**src/rtl/lieat_exu_wbu_arb.sv**
```systemverilog
// -----------------------------------------------------------------------------
// lieat_exu_wbu_arb
//
// Writeback arbiter. It merges NCH execution-unit writeback channels into a
// single registered writeback port that feeds the regfile/commit stage.
//
// Arbitration is selected by RR_MODE:
//   0 : fixed priority (lowest index wins). Each channel has an 8-bit wait
//       counter. A channel that has waited STARVE_MAX or more cycles is
//       promoted above all non-promoted channels.
//   1 : round-robin. The search starts at a pointer and wraps. After a grant
//       to channel k the pointer moves to k+1.
//
// Handshake semantics (valid/ready, both directions):
//   A transfer happens on a cycle where valid and ready are both high.
//   ready never depends on a transfer having already happened. A producer
//   that sees valid=1 and ready=0 has made no commitment and may change or
//   withdraw its payload. Input-side ready is one-hot or zero, and it is
//   asserted only on a valid channel. The output register accepts a new
//   entry when it is empty or being drained in the same cycle, so a stream
//   can move one entry per cycle.
//
// Ports:
//   clock, reset  : clock; synchronous active-high reset
//   wbck_i_valid  : [NCH]        per-channel request
//   wbck_i_ready  : [NCH]        per-channel grant (one-hot or zero)
//   wbck_i_pc     : [NCH*XLEN]   packed pc, channel k at [k*XLEN +: XLEN]
//   wbck_i_en     : [NCH]        per-channel regfile write enable
//   wbck_i_rd     : [NCH*RIDX]   packed destination register
//   wbck_i_data   : [NCH*XLEN]   packed result
//   wbck_i_flag   : [NCH]        per-channel sideband bit, passed through
//   wbck_o_valid  : registered output valid
//   wbck_o_ready  : downstream accept
//   wbck_o_op     : [NCH] one-hot source channel of the held entry
//   wbck_o_pc/en/rd/data/flag : payload of the held entry
// -----------------------------------------------------------------------------
module lieat_exu_wbu_arb #(
  parameter int NCH        = 5,
  parameter int XLEN       = 32,
  parameter int RIDX       = 5,
  parameter int RR_MODE    = 0,
  parameter int STARVE_MAX = 8
) (
  input  logic                  clock,
  input  logic                  reset,
  input  logic [NCH-1:0]        wbck_i_valid,
  output logic [NCH-1:0]        wbck_i_ready,
  input  logic [NCH*XLEN-1:0]   wbck_i_pc,
  input  logic [NCH-1:0]        wbck_i_en,
  input  logic [NCH*RIDX-1:0]   wbck_i_rd,
  input  logic [NCH*XLEN-1:0]   wbck_i_data,
  input  logic [NCH-1:0]        wbck_i_flag,
  output logic                  wbck_o_valid,
  input  logic                  wbck_o_ready,
  output logic [NCH-1:0]        wbck_o_op,
  output logic [XLEN-1:0]       wbck_o_pc,
  output logic                  wbck_o_en,
  output logic [RIDX-1:0]       wbck_o_rd,
  output logic [XLEN-1:0]       wbck_o_data,
  output logic                  wbck_o_flag
);

  localparam int PW = (NCH > 1) ? $clog2(NCH) : 1;

  // Output register
  logic            r_valid;
  logic [NCH-1:0]  r_op;
  logic [XLEN-1:0] r_pc;
  logic            r_en;
  logic [RIDX-1:0] r_rd;
  logic [XLEN-1:0] r_data;
  logic            r_flag;

  logic            w_load_ok;
  logic [NCH-1:0]  w_pick;    // arbiter choice before load_ok gating
  logic [NCH-1:0]  w_grant;
  logic            w_any_grant;

  // The output register can take a new entry when it is empty or when its
  // current entry leaves this cycle.
  assign w_load_ok   = ~r_valid | wbck_o_ready;
  assign w_grant     = w_load_ok ? w_pick : '0;
  assign w_any_grant = |w_grant;
  assign wbck_i_ready = w_grant;

  generate
    if (RR_MODE == 0) begin : g_fixed
      logic [7:0]     r_cnt [NCH];
      logic [NCH-1:0] w_promo;
      logic           w_found;

      always_comb begin
        w_promo = '0;
        for (int k = 0; k < NCH; k++) begin
          w_promo[k] = wbck_i_valid[k] & (r_cnt[k] >= 8'(STARVE_MAX));
        end
      end

      // Promoted channels first, then plain fixed priority.
      always_comb begin
        w_pick  = '0;
        w_found = 1'b0;
        for (int k = 0; k < NCH; k++) begin
          if (!w_found && w_promo[k]) begin
            w_pick[k] = 1'b1;
            w_found   = 1'b1;
          end
        end
        for (int k = 0; k < NCH; k++) begin
          if (!w_found && wbck_i_valid[k]) begin
            w_pick[k] = 1'b1;
            w_found   = 1'b1;
          end
        end
      end

      // Wait counters advance only while the output stage is accepting. A
      // stall is not the losing channel's fault, so it does not count.
      always_ff @(posedge clock) begin
        if (reset) begin
          for (int k = 0; k < NCH; k++) r_cnt[k] <= 8'd0;
        end else if (w_load_ok) begin
          for (int k = 0; k < NCH; k++) begin
            if (!wbck_i_valid[k] || w_grant[k]) begin
              r_cnt[k] <= 8'd0;
            end else if (r_cnt[k] != 8'hFF) begin
              r_cnt[k] <= r_cnt[k] + 8'd1;
            end
          end
        end
      end
    end else begin : g_rr
      logic [PW-1:0] r_ptr;
      logic [PW-1:0] w_nxt_ptr;
      logic          w_found;

      // Two passes: channels at or above the pointer, then the wrapped
      // channels below it. The first valid channel found wins.
      always_comb begin
        w_pick    = '0;
        w_nxt_ptr = r_ptr;
        w_found   = 1'b0;
        for (int k = 0; k < NCH; k++) begin
          if (!w_found && wbck_i_valid[k] && (k >= int'(r_ptr))) begin
            w_pick[k] = 1'b1;
            w_found   = 1'b1;
            w_nxt_ptr = (k == NCH - 1) ? '0 : PW'(k + 1);
          end
        end
        for (int k = 0; k < NCH; k++) begin
          if (!w_found && wbck_i_valid[k] && (k < int'(r_ptr))) begin
            w_pick[k] = 1'b1;
            w_found   = 1'b1;
            w_nxt_ptr = (k == NCH - 1) ? '0 : PW'(k + 1);
          end
        end
      end

      always_ff @(posedge clock) begin
        if (reset) begin
          r_ptr <= '0;
        end else if (w_any_grant) begin
          r_ptr <= w_nxt_ptr;
        end
      end
    end
  endgenerate

  // One-hot payload mux. The grant is one-hot or zero, so an OR reduction
  // is enough.
  logic [XLEN-1:0] w_pc;
  logic [XLEN-1:0] w_data;
  logic [RIDX-1:0] w_rd;
  logic            w_en;
  logic            w_flag;

  always_comb begin
    w_pc   = '0;
    w_data = '0;
    w_rd   = '0;
    w_en   = 1'b0;
    w_flag = 1'b0;
    for (int k = 0; k < NCH; k++) begin
      w_pc   = w_pc   | ({XLEN{w_grant[k]}} & wbck_i_pc[k*XLEN +: XLEN]);
      w_data = w_data | ({XLEN{w_grant[k]}} & wbck_i_data[k*XLEN +: XLEN]);
      w_rd   = w_rd   | ({RIDX{w_grant[k]}} & wbck_i_rd[k*RIDX +: RIDX]);
      w_en   = w_en   | (w_grant[k] & wbck_i_en[k]);
      w_flag = w_flag | (w_grant[k] & wbck_i_flag[k]);
    end
  end

  // When the entry drains with no new grant, only valid drops. The payload
  // registers keep their old contents.
  always_ff @(posedge clock) begin
    if (reset) begin
      r_valid <= 1'b0;
      r_op    <= '0;
      r_pc    <= '0;
      r_en    <= 1'b0;
      r_rd    <= '0;
      r_data  <= '0;
      r_flag  <= 1'b0;
    end else if (w_load_ok) begin
      if (w_any_grant) begin
        r_valid <= 1'b1;
        r_op    <= w_grant;
        r_pc    <= w_pc;
        r_en    <= w_en;
        r_rd    <= w_rd;
        r_data  <= w_data;
        r_flag  <= w_flag;
      end else begin
        r_valid <= 1'b0;
      end
    end
  end

  assign wbck_o_valid = r_valid;
  assign wbck_o_op    = r_op;
  assign wbck_o_pc    = r_pc;
  assign wbck_o_en    = r_en;
  assign wbck_o_rd    = r_rd;
  assign wbck_o_data  = r_data;
  assign wbck_o_flag  = r_flag;

endmodule

```
**config.mk**
```make
export PLATFORM = sky130hd
export DESIGN_NAME = lieat_exu_wbu_arb
export DESIGN_NICKNAME = d
export VERILOG_FILES = /design/src/rtl/lieat_exu_wbu_arb.sv
export SDC_FILE = /design/constraint.sdc
export NUM_CORES = 1
export LEC_CHECK = 0
export ABC_AREA = 1
export BUFFER_PORTS_ARGS = -buffer_cell sky130_fd_sc_hd__buf_2
export CAP_MARGIN = 5
export CORE_AREA = 10 10 165 167
export DETAILED_ROUTE_END_ITERATION = 10
export DIE_AREA = 0 0 175 177
export HOLD_SLACK_MARGIN = 0.15
export PLACE_DENSITY = 0.67
export SYNTH_ARGS = -nofsm -noshare
export SYNTH_HDL_FRONTEND = slang
export SYNTH_SLANG_ARGS = --single-unit
export TNS_END_PERCENT = 20
```
**constraint.sdc**
```tcl
create_clock -name clock -period 5.94 [get_ports clock]
set_input_delay 1.782 -clock clock [delete_from_list [all_inputs] [get_ports clock]]
set_output_delay 1.782 -clock clock [all_outputs]
set_load 0.005 [all_outputs]
```
# After elaboration in Yosys (flattened, before gate mapping)
# Memory sizes are Yosys's and may differ from the RTL's.
# Index checks and enable logic that the tools add are counted.
# W data, S select, Z words.
dict set report totals {
  register_bits 77
  mem_count 1
  in_bits 363
  mem_bits_rw 40
}
# memory depth word_bits rd rd_clocked_by_memory_dff wr line_no
set mem_list {}
lappend mem_list {g_fixed.r_cnt 5 8 5 0 5 88} ;# logic [7:0] r_cnt [NCH];
dict set report classes {
  muxes 77
  add_sub_neg 5
  n_reduce_logical 30
  n_bitwise 62
  n_lt_le_gt_ge 5
  eq_ne 5
}
# cell n
set ops {}
lappend ops {{$and A32 B32 Y32} 10}
lappend ops {{$or A32 B32 Y32} 8}
lappend ops {{$mux W8} 10}
lappend ops {{$mux W1} 66}
lappend ops {{$add A8 B1 Y8 const B} 5}
lappend ops {{$ge A8 B4 Y1 const B} 5}
lappend ops {{$ne A8 B8 Y1 const B} 5}
lappend ops {{$and A5 B5 Y5} 5}
lappend ops {{$or A5 B5 Y5} 4}
lappend ops {{$or A1 B1 Y1} 19}
lappend ops {{$and A1 B1 Y1} 15}
lappend ops {{$logic_not A1 Y1} 14}
lappend ops {{$logic_and A1 B1 Y1} 9}
lappend ops {{$logic_or A1 B1 Y1} 5}
lappend ops {{$mux W5} 1}
lappend ops {{$reduce_or A5 Y1} 1}
lappend ops {{$reduce_and A2 Y1} 1}
lappend ops {{$not A1 Y1} 1}

# Depth between registers and ports, before layout
dict set report depth {
  word_depth 38
  depth_mapped 15
}

# Worst setup path before layout
# No wires, ideal clock.
dict set report synth_timing {
  kind {input port to output port}
  start {input wbck_i_valid[0]}
  end {output wbck_i_ready[3]}
  path_buffers 2
  t_arrival_ps 2957
  path_stages 9
  path_slack_ps 1201
  cell_sequence {nand2_1 > nand3_2 > nor2_4 > nand4_2 > o21ai_4 > nand2_2 > buf_4 > buf_2 > inv_1}
}
dict set report synth_between {
  elab_chain_len 27
  word_cells_on_any_way 28
}
# item line_no
set synth_rtl {}
lappend synth_rtl {{start: declaration} 46} ;# input logic [NCH-1:0] wbck_i_valid,
lappend synth_rtl {{$and A1 B1 Y1} 95} ;# w_promo[k] = wbck_i_valid[k] & (r_cnt[k] >= 8'(STARVE_MAX));
lappend synth_rtl {{$mux W1} 104} ;# if (!w_found && w_promo[k]) begin
lappend synth_rtl {{$logic_not A1 Y1} 104}
lappend synth_rtl {{$logic_and A1 B1 Y1} 104}
lappend synth_rtl {{$mux W1} 104}
lappend synth_rtl {{$logic_not A1 Y1} 104}
lappend synth_rtl {{$logic_and A1 B1 Y1} 104}
lappend synth_rtl {{$mux W1} 104}
lappend synth_rtl {{(+11 left out)} --}
lappend synth_rtl {{$mux W1} 110} ;# if (!w_found && wbck_i_valid[k]) begin
lappend synth_rtl {{$logic_not A1 Y1} 110}
lappend synth_rtl {{$logic_and A1 B1 Y1} 110}
lappend synth_rtl {{$mux W1} 110}
lappend synth_rtl {{$logic_not A1 Y1} 110}
lappend synth_rtl {{$logic_and A1 B1 Y1} 110}
lappend synth_rtl {{$mux W1 *} 110}
lappend synth_rtl {{$mux W5 *} 82} ;# assign w_grant = w_load_ok ? w_pick : '0;
lappend synth_rtl {{end: declaration} 47} ;# output logic [NCH-1:0] wbck_i_ready,
# Mark *: on every way between the ends. The rest lies on a longest branch, timed or not.

# Worst setup path after layout
dict set report layout_timing {
  start {input wbck_i_valid[1]}
  end {output wbck_i_ready[4]}
}
dict set report layout_between {
  elab_chain_len 28
  word_cells_on_any_way 29
}
# item line_no
set layout_rtl {}
lappend layout_rtl {{$and A1 B1 Y1} 95}
lappend layout_rtl {{$logic_and A1 B1 Y1} 104}
lappend layout_rtl {{$mux W1} 104}
lappend layout_rtl {{$logic_not A1 Y1} 104}
lappend layout_rtl {{$logic_and A1 B1 Y1} 104}
lappend layout_rtl {{$mux W1} 104}
lappend layout_rtl {{$logic_not A1 Y1} 104}
lappend layout_rtl {{$logic_and A1 B1 Y1} 104}
lappend layout_rtl {{(+12 left out)} --}
lappend layout_rtl {{$mux W1} 110}
lappend layout_rtl {{$logic_not A1 Y1} 110}
lappend layout_rtl {{$logic_and A1 B1 Y1} 110}
lappend layout_rtl {{$mux W1} 110}
lappend layout_rtl {{$logic_not A1 Y1} 110}
lappend layout_rtl {{$logic_and A1 B1 Y1} 110}
lappend layout_rtl {{$mux W1 *} 110}
lappend layout_rtl {{$mux W5 *} 82}
# Marks and branches as above.

==> reports/qor.txt <==
cell area after synthesis - 8810 um^2
Slew headroom - 0.391
post-DP HPWL - 29300 um
ANT nets after route - 0
FFs w/ async S/R, synth - 0
synth cell count leaders - 378 x nand3_1, 350 x nor2_1, 188 x inv_1
final wirelength - 39000 um
Area Overhead vs Synth - 33.9%
Int Pwr - 2110 uW
post-synthesis sequential area ratio - 0.311
Cell Rows - 57
Net Sw Power - 1120 uW
status - completed
via count - 11100
antenna violations before repair - 3
worst reg-to-reg path cell count - 14
CTS tree - done
setup tns final - 0 ns
Worst Path Required - 4.16 ns
HP Start - wbck_o_op[1]
Setup WS post-layout - 1.18 ns
Logic pwr share - 0.341
number of synthesized flops with an enable pin - 40
Flop pwr share - 0.322
Die W - 175 um
cell area power density - 274 nW/um^2
wire per inst - 17.9 um
cell taking the most area after synthesis - nand3_1
Initial Util - 0.368
clock net sink count - 117
largest net degree at the start of global routing - 77
CTS Buf Count - 17
Root Driver - clkbuf_16
CP Capture Type - primary output
IO Pins - 445
Syn Area/Cell - 6.02 um^2
H-tree depth - 4
Yosys warnings - 0
Area contributors post-synth - nand3_1 21%, dfxtp_1 17%, nor2_1 15%, edfxtp_1 14%, inv_1 8.0%
Die Ht - 177 um
clock tree buffer depth - 2
Hold Path End - wbck_o_op[1]
Core ar. - 24000 um^2
routability cong. - 0.928
fin crit period - 4.76 ns
Post-CTS Hold Buffers - 0
Worst-Margin Slew - 0.913 ns
Switching Fraction - 0.348
share of layout cells above drive strength 1 - 0.274
crit-path cells - buf_2 -> nand2_1 -> nand2_1 -> nor2_1 -> nand4_1 -> nor2_1 -> nand3_1 -> nand2_2 -> nand2_4 -> inv_1 -> buf_2
largest fanout on the critical path - 3
Setup-failing EPs final - 0
gr usage total - 0.237
Post-CTS Repair Setup Buffers - 0
CP max stage delay - 0.14 ns
Worst VDD drop - 0.123 mV
FF-to-FF Start - g_fixed.r_cnt[1][3]
DR vias/cell - 5.08
kind of critical path - primary input to primary output
Post-Place Setup Slack - 1.19 ns
register-to-register setup slack - 2.65 ns
DR pass1 iterations - 6
Clock Latency Late Sink - 0.41 ns
vias in the first global route - 10400
Clk pwr share - 0.337
Finished Core Util - 0.492
global route total overflow - 0
Die Area - 31000 um^2
final hold vios - 0
PortBufs - 444
RSZ-0062 raised after global routing - false
CP startpoint kind - primary input
Crit-path slowest cell - nor2_1
period utilization - 0.801
Critical Path AT - 2.98 ns
share of the synthesized area in the top cell type - 0.215
highest clock rate - 0.210 GHz
count leader, synth - nand3_1
post_cts resized - 0
Primary FF master, synth - dfxtp_1
Hold Path Depth - 2
Synth Register Bits - 117
Post-Synthesis Cells - 1465
min-delay worst type - register to register
Layout Nets - 2215
Power, Total - 3230 uW
Layout Skew - 0.0133 ns
Max Cap Viol - 0
DRC - 0
first-pass GRT wire length - 58500 um
synth unique cells - 32
clock-pin slew on the worst setup and hold paths - 0.05 ns
Critical R2R Capture - wbck_o_data[18]
P_leak - 0.00633 uW
Slew Limit Fails - 0
DRT iter0 DRCs - 858
routing by layer:
| layer | up-vias | wire, um | track usage |
|---|---|---|---|
| met5 | - | 22 | 0 |
| met4 | 4 | 1180 | 0.0901 |
| met3 | 72 | 3220 | 0.0696 |
| met2 | 467 | 18900 | 0.390 |
| met1 | 5035 | 15600 | 0.289 |
| li1 | 5492 | - | - |
through the flow:
stage | instances | hold slack [ns] | area [um^2]
6_report | 2180 | 0.489 | 11800
5_1_grt | 2180 | 0.526 | 11800
4_1_cts | 2179 | 0.492 | 11800
3_5_place_dp | 2147 | 0.484 | 11200
3_3_place_gp | 2147 | 0.466 | 11200
2_1_floorplan | 1468 | 0.480 | 8830
flip-flops by register name, summed over array words and instances, names as in the netlist:
signal / count
wbck_o_en: 1
wbck_o_flag: 1
wbck_o_op: 5
g_fixed.r_cnt: 40
wbck_o_valid: 1
wbck_o_data: 32
wbck_o_pc: 32
wbck_o_rd: 5
cell families (layout without fill, tap and decap cells):
logic type / after synthesis / in the layout / synth area share
other: 1 / 5 / 0.000425
XOR/XNOR: 16 / 16 / 0.0159
adder cells (fa/ha/maj): 10 / 10 / 0.0142
flip-flops: 117 / 117 / 0.311
AND/OR/NAND/NOR: 1012 / 1012 / 0.514
buffers and inverters: 293 / 680 / 0.133
AO/OA/AOI/OAI: 16 / 16 / 0.0121
cell usage in the layout (no fill, tap or decap), types with 2 or more instances in the layout:
cell type	n
buf_2	444
nand3_1	378
nor2_1	346
inv_1	186
nand2_1	183
dfxtp_1	77
nand4_1	76
edfxtp_1	40
clkbuf_16	17
buf_4	13
xor2_1	12
nor3_1	11
ha_1	10
nor2_4	6
o21ai_0	5
clkbuf_1	5
nand2_2	4
xnor2_1	4
a21oi_1	4
bufinv_16	4
conb_1	4
inv_2	3
or2_2	3
nand2_4	2
o211ai_1	2
clkinvlp_4	2
clkbuf_8	2
buf_12	2
worst max-delay path, delay by kind of cell:
family / cells / cell delay, ns
buffers and inverters: 3 / 0.35
and+or+nand+nor: 8 / 0.84
worst max path at each step:
stage,from,to,slack (ns),cells past startpoint
after floorplan,wbck_i_valid[0],wbck_i_ready[3],1.20,9
after global placement,wbck_i_valid[0],wbck_i_ready[4],1.22,11
after detailed placement,wbck_i_valid[0],wbck_i_ready[4],1.19,11
after CTS,wbck_i_valid[0],wbck_i_ready[4],1.18,11
after global routing,wbck_i_valid[0],wbck_i_ready[4],1.02,11
final,wbck_i_valid[1],wbck_i_ready[4],1.18,11
power by group through the flow:
stage                     registers (uW)  clock network, uW  logic, uW
after floorplan                     1060                  0        658
after global placement              1050                  0       1100
after detailed placement            1050                  0       1100
after CTS                           1040               1110       1110
after global routing                1060               1150       1240
final                               1040               1090       1100
area by class of cell:
class	count	area, um^2
fillers	2549	12200
multi-input cells	1058	4960
flip-flops and latches	117	2740
repair buffers	459	2360
inverters	189	709
clock buffers	24	472
well taps	324	405
clock inverters	8	149
diodes	1	2.50
Note: power is estimated with default switching activity, not from simulation.
